--- config.mk ---
export PLATFORM = sky130hd
export DESIGN_NAME = fetch_unit
export DESIGN_NICKNAME = d
export VERILOG_FILES = /design/src/rtl/fetch_unit_pkg.sv /design/src/rtl/fetch_unit_pcselect.sv /design/src/rtl/fetch_unit.sv
export SDC_FILE = /design/constraint.sdc
export NUM_CORES = 1
export LEC_CHECK = 0
export ABC_AREA = 1
export CORE_MARGIN = 2
export CORE_UTILIZATION = 53
export DETAILED_ROUTE_END_ITERATION = 6
export GPL_TIMING_DRIVEN = 0
export PLACE_DENSITY = 0.87
export SLEW_MARGIN = 20
export SYNTH_ARGS = -nofsm -noshare
export SYNTH_HDL_FRONTEND = slang
export SYNTH_SLANG_ARGS = --single-unit
export TNS_END_PERCENT = 20
--- constraint.sdc ---
create_clock -name clk -period 4.7 [get_ports clk]
set_input_delay 1.41 -clock clk [delete_from_list [all_inputs] [get_ports clk]]
set_output_delay 1.41 -clock clk [all_outputs]
set_load 0.02 [all_outputs]
--- src/rtl/fetch_unit_pkg.sv ---
// Shared types and constants for the instruction fetch stage: bus request and
// response layouts, the F/D hand-off record, FSM state encodings and the
// next-pc select codes used by the pc mux.
package fetch_unit_pkg;

    localparam logic [63:0] PC_RESET = 64'h8000_0000;
    localparam logic [63:0] PC_STEP  = 64'd4;

    // Instruction bus request: valid and addr are held until data_ok.
    typedef struct packed {
        logic        valid;
        logic [63:0] addr;
    } ibus_req_t;

    typedef struct packed {
        logic        addr_ok;
        logic        data_ok;
        logic [31:0] data;
    } ibus_resp_t;

    // Record presented to the F/D pipeline register.
    typedef struct packed {
        logic [31:0] raw_instr;
        logic [63:0] pc;
        logic        valid;
    } fetch_data_t;

    // Instruction parked while the F/D register stalls.
    typedef struct packed {
        logic [31:0] raw_instr;
        logic [63:0] pc;
    } fetch_buf_t;

    typedef logic [0:0] fetch_state_t;
    localparam fetch_state_t ST_REQ  = 1'b0;
    localparam fetch_state_t ST_HOLD = 1'b1;

    typedef enum logic [1:0] {
        PCS_HOLD  = 2'd0,
        PCS_STEP  = 2'd1,
        PCS_REDIR = 2'd2,
        PCS_TGT   = 2'd3
    } pc_sel_t;

endpackage

--- src/rtl/fetch_unit_pcselect.sv ---
// Combinational next-pc mux: keep, step sequentially, take the live redirect
// target, or take the target remembered while a request was in flight.
module fetch_unit_pcselect
    import fetch_unit_pkg::*;
#(
    parameter logic [63:0] STEP = PC_STEP
) (
    input  pc_sel_t     sel_i,
    input  logic [63:0] pc_i,
    input  logic [63:0] redir_i,
    input  logic [63:0] tgt_i,
    output logic [63:0] pc_nxt_o
);

    // Arithmetic is modulo 2^64, so the top of the address space wraps to 0.
    always_comb begin
        pc_nxt_o = pc_i;
        case (sel_i)
            PCS_HOLD:  pc_nxt_o = pc_i;
            PCS_STEP:  pc_nxt_o = pc_i + STEP;
            PCS_REDIR: pc_nxt_o = redir_i;
            PCS_TGT:   pc_nxt_o = tgt_i;
            default:   pc_nxt_o = pc_i;
        endcase
    end

endmodule

--- src/rtl/fetch_unit.sv ---
// IF stage. Owns the fetch pc, issues one instruction read at a time and hands
// the result to the F/D register.
// Handshake: the bus request (valid, addr) is held unchanged until data_ok;
// a hand-off to F/D happens in a cycle where dataF_nxt.valid=1 and out_ready=1.
// Redirects seen while a read is in flight are remembered and applied when
// that read completes; the stale instruction is dropped.
module fetch_unit
    import fetch_unit_pkg::*;
#(
    parameter logic [63:0] RESET_PC = PC_RESET,
    parameter logic [63:0] STEP_PC  = PC_STEP
) (
    input  logic         clk,
    input  logic         reset,
    output ibus_req_t    ireq,
    input  ibus_resp_t   iresp,
    input  logic         PCSel,
    input  logic [63:0]  pc_address,
    input  logic         out_ready,
    output fetch_data_t  dataF_nxt,
    output logic [63:0]  last_pc,
    output fetch_state_t state_o
);

    fetch_state_t state_q, state_d;
    logic [63:0]  pc_q, pc_d;
    logic [63:0]  tgt_q, tgt_d;
    logic         discard_q, discard_d;
    fetch_buf_t   buf_q, buf_d;
    pc_sel_t      pc_sel;

    // addr_ok carries no information for a single-outstanding fetcher.
    logic unused_addr_ok;
    assign unused_addr_ok = iresp.addr_ok;

    fetch_unit_pcselect #(.STEP(STEP_PC)) u_pcselect (
        .sel_i    (pc_sel),
        .pc_i     (pc_q),
        .redir_i  (pc_address),
        .tgt_i    (tgt_q),
        .pc_nxt_o (pc_d)
    );

    // FSM next state, bus request and F/D output. Priority PCSel > data_ok > out_ready.
    always_comb begin
        state_d   = state_q;
        tgt_d     = tgt_q;
        discard_d = discard_q;
        buf_d     = buf_q;
        pc_sel    = PCS_HOLD;
        ireq      = '0;
        dataF_nxt = '0;
        case (state_q)
            ST_REQ: begin
                ireq.valid = 1'b1;
                ireq.addr  = pc_q;
                if (iresp.data_ok) begin
                    if (PCSel) begin
                        pc_sel    = PCS_REDIR;
                        discard_d = 1'b0;
                    end else if (discard_q) begin
                        pc_sel    = PCS_TGT;
                        discard_d = 1'b0;
                    end else if (out_ready) begin
                        dataF_nxt = '{raw_instr: iresp.data, pc: pc_q, valid: 1'b1};
                        pc_sel    = PCS_STEP;
                    end else begin
                        buf_d   = '{raw_instr: iresp.data, pc: pc_q};
                        state_d = ST_HOLD;
                    end
                end else if (PCSel) begin
                    discard_d = 1'b1;
                    tgt_d     = pc_address;
                end
            end
            ST_HOLD: begin
                if (PCSel) begin
                    pc_sel  = PCS_REDIR;
                    state_d = ST_REQ;
                end else begin
                    dataF_nxt = '{raw_instr: buf_q.raw_instr, pc: buf_q.pc, valid: 1'b1};
                    if (out_ready) begin
                        pc_sel  = PCS_STEP;
                        state_d = ST_REQ;
                    end
                end
            end
            default: state_d = ST_REQ;
        endcase
        // The bus slave is reset alongside us, so nothing is requested or handed off.
        if (reset) begin
            ireq.valid      = 1'b0;
            dataF_nxt.valid = 1'b0;
        end
    end

    // State registers with synchronous reset.
    always_ff @(posedge clk) begin
        if (reset) begin
            state_q   <= ST_REQ;
            pc_q      <= RESET_PC;
            tgt_q     <= '0;
            discard_q <= 1'b0;
            buf_q     <= '0;
        end else begin
            state_q   <= state_d;
            pc_q      <= pc_d;
            tgt_q     <= tgt_d;
            discard_q <= discard_d;
            buf_q     <= buf_d;
        end
    end

    assign last_pc = pc_q;
    assign state_o = state_q;

endmodule

==> impl_metrics.csv <==
group,metric,value,unit
run_status,outcome,"complete, no violations",
layout,finalNetCount,2467,
logic_synthesis,synth_cells,2008,
clock_network,cts_sinks,226,
critical_path,ff2ff_setup_slack,2.00,ns
global_route,grt_first_pass_wirelength,80.6,mm
logic_synthesis,synth.avg_cell_area,6.10,sq um
detailed_routing,ant_nets,0,
logic_synthesis,synth-xor-area-share,0.429,%
global_route,grt_pass1_vias,14300,
critical_path,regToRegEndpoint,"last_pc[34]$_SDFFE_PP0P_",
logic_synthesis,yosys.area_share.adder,0.102,%
floorplanning,die_width,156,um
power,irDropWorstVdd,0.331,mV
logic_synthesis,synthMuxAreaShare,0,%
layout,fin_util,73.5,%
clock_network,holdBufCountCts,0,
logic_synthesis,yosys.area.top_type_share,36.9,%
critical_path,critPathRequiredTime,3.29,ns
power,powerDensity,333,nW/um^2
sta,timing.fmax,214,MHz
min_path,hp-class,"reg2reg",
clock_network,path_clk_slew,0.06,ns
logic_synthesis,ys_warn_count,0,
logic_synthesis,netlist_area,12200,sq um
flow_run,maxCapViolCount,0,
min_path,whs_path_depth,2,
layout,multi_input_area,6380,sq um
detailed_routing,vias_per_cell,5.80,
global_route,overflow,0,
critical_path,r2r_cells,10,
critical_path,worstPathArrival,3.26,ns
logic_synthesis,ys_types,28,
floorplanning,die_h,156,um
layout,area.growth.synth_to_final,35.9,%
detailed_routing,drtIter0Drc,2257,
critical_path,path_class,"in2out",
layout,fill_cells,1967,
layout,mostFrequentLayoutCells,"400 x nand2_1, 378 x o21ai_0, 322 x nor2_1, 230 x inv_1, 229 x clkdlybuf4s50_1",
clock_network,clock_latency,0.55,ns
layout,drive_above_1_share,3.78,%
layout,layout_commonest_cell,"nand2_1",
floorplanning,ios,329,
logic_synthesis,seq_area_frac_synth,36.9,%
clock_network,numCtsBuffers,25,
logic_synthesis,ys_ff_latch,226,
detailed_routing,drc,0,
detailed_routing,wl_per_cell,20.3,um
sta,fin_crit_sh,99.3,%
clock_network,cts_tree,"yes",
detailed_routing,first_pass_iters,6,
placed_design,portBuffers,327,
floorplanning,num_rows,55,
layout,finalInstanceArea,16600,sq um
logic_synthesis,synth_compound_area_share,24.0,%
min_path,worstHoldStart,"buf_q[86]$_SDFFE_PP0P_",
sta,hold_violations,0,
min_path,holdPathEnd,"buf_q[86]$_SDFFE_PP0P_",
critical_path,cp-start-kind,"input port",
critical_path,path_buf_inv,5,
placed_design,gp_congestion,1.02,
floorplanning,die-area,24300,sq um
clock_network,ctsHtreeMaxLevel,1,
global_route,grt_max_degree,13,
critical_path,crit_path_top_delay_cell,"clkdlybuf4s50_1",
logic_synthesis,yosysTopAreaCell,"dfxtp_1",
placed_design,dpl_cell_area,15900,sq um
logic_synthesis,yosys.area_share.simple,27.5,%
clock_network,root_buffer,"clkbuf_16",
floorplanning,start_util,54.1,%
global_route,grt_util_all_layers,42.9,%
sta,setup_violations,0,
power,power,5.54,mW
logic_synthesis,synth_top_family_by_area,"simple AND/OR/NAND/NOR gates",
clock_network,clk_path_buf_depth,3,
layout,n_antenna_cell,0,
sta,worstMarginPinSlew,0.896,ns
detailed_routing,vias,15400,
critical_path,crit_path_max_incr_delay,0.48,ns
layout,final-seq-area,4520,sq um
critical_path,rr_startpoint,"last_pc[2]$_SDFFE_PP0P_",
sta,fin_crit,4.67,ns
placed_design,dp_hpwl,41.7,mm
detailed_routing,route.final.wire_length,54.2,mm
power,p_leak,6.74,nW
sta,relSlewSlack,40.3,%
critical_path,cp-end-kind,"output pin",
logic_synthesis,syn_nets,2111,
sta,fin_worst_skew,0.0258,ns
critical_path,crit_fanout,10,
global_route,antenna_found_initial,0,
sta,timing.final.max_slew_violations,0,
critical_path,crit_chain,"clkdlybuf4s50_1 -> inv_1 -> nor3_4 -> buf_6 -> buf_2 -> nand2_1 -> o21ai_0 -> dlygate4sd2_1",
logic_synthesis,synth.area.top_cells,"dfxtp_1 37%, o21ai_0 16%, nand2_1 12%, nor2_1 9.9%, inv_1 7.0%",
floorplanning,placeableCoreArea,22600,sq um
critical_path,crit_family,"buffers and inverters",
-- cell families after synthesis --
family | after synthesis
adders and majority gates | 1
AOI/OAI and AO/OA | 581
xor gates and xnor gates | 6
buffers and inverters | 353
DFF | 226
and+or+nand+nor | 841
-- synth_stat cells --
cell type	instances
o221ai_1	1
buf_1	3
o21ai_0	382
nor2_2	2
inv_2	5
xor2_1	6
and2_1	1
buf_6	1
nor2_1	322
a21oi_1	171
o211ai_1	4
a41oi_1	2
nor2_8	1
o21ai_1	12
nand3_1	88
clkbuf_1	99
a31oi_1	9
nand2_2	2
nand2_1	400
buf_2	14
ha_1	1
nor2_4	2
nand2_4	1
dfxtp_1	226
nor3_1	6
inv_1	230
buf_4	1
nand4_1	16
-- cell type report --
type | count | area share, %
Inverter | 235 | 5.30
Tap cell | 285 | 2.14
Buffer | 118 | 3.01
Clock inverter | 5 | 0.488
Clock buffer | 38 | 4.59
Sequential cell | 226 | 27.2
Timing Repair Buffer | 329 | 19.0
Multi-Input combinational cell | 1429 | 38.3
-- through the flow --
stage          setup slack, ns  hold WS [ns]  setup TNS, ns  std cells
5_1_grt                -0.0205         0.454         -0.230       2665
2_1_floorplan            0.622         0.424              0       2008
3_5_place_dp            -0.962         0.440         -74.66       2620
6_report                0.0339         0.448              0       2665
3_3_place_gp            -0.986         0.433         -75.98       2620
4_1_cts                0.00218         0.449              0       2664
-- per-layer routing --
metal  wire length [um]  global-route usage [%]  vias to the layer above
met4               3160                    20.6                        0
met5                  0                       0                        -
met1              20300                    55.0                     6941
met3               7010                    9.42                      205
met2              23700                    68.5                     1110
li1                   -                       -                     7193
-- registers in the layout, indices dropped and copies added (netlist names) --
name,count
tgt_q,64
discard_q,1
last_pc,64
buf_q,96
state_o,1
-- report_power, final --
group,internal (mW),switching (mW)
clock,1.22,0.823
combinational,0.469,0.781
sequential,2.06,0.193
total,3.75,1.80
-- worst max-delay path by stage --
stage / start / to / slack [ns] / depth (start not counted)
floorplan: PCSel / dataF_nxt[26] / 0.62 / 7
global placement: PCSel / dataF_nxt[27] / -0.99 / 9
detailed placement: PCSel / dataF_nxt[27] / -0.96 / 9
CTS: out_ready / dataF_nxt[72] / 0.002 / 8
global route: PCSel / dataF_nxt[32] / -0.02 / 9
finish: out_ready / dataF_nxt[48] / 0.03 / 8
-- timing repair --
action / in CTS / in global routing
resized for setup: 131 / 21
pin swaps: 1 / 0
buffers inserted: 1 / 1
endpoints found under the setup margin: 97 / 59
-- worst register-to-register path, cell delays in order, from the launching register on --
cell	delay, ns
dfxtp_1	0.64
ha_1	0.28
nand2_1	0.09
nor2_1	0.32
nand2_1	0.22
nor2_1	0.24
buf_2	0.28
nand2_1	0.09
nor2_1	0.12
o21ai_0	0.14
a21oi_1	0.21
No activity file was read; power rests on OpenSTA's default activity.
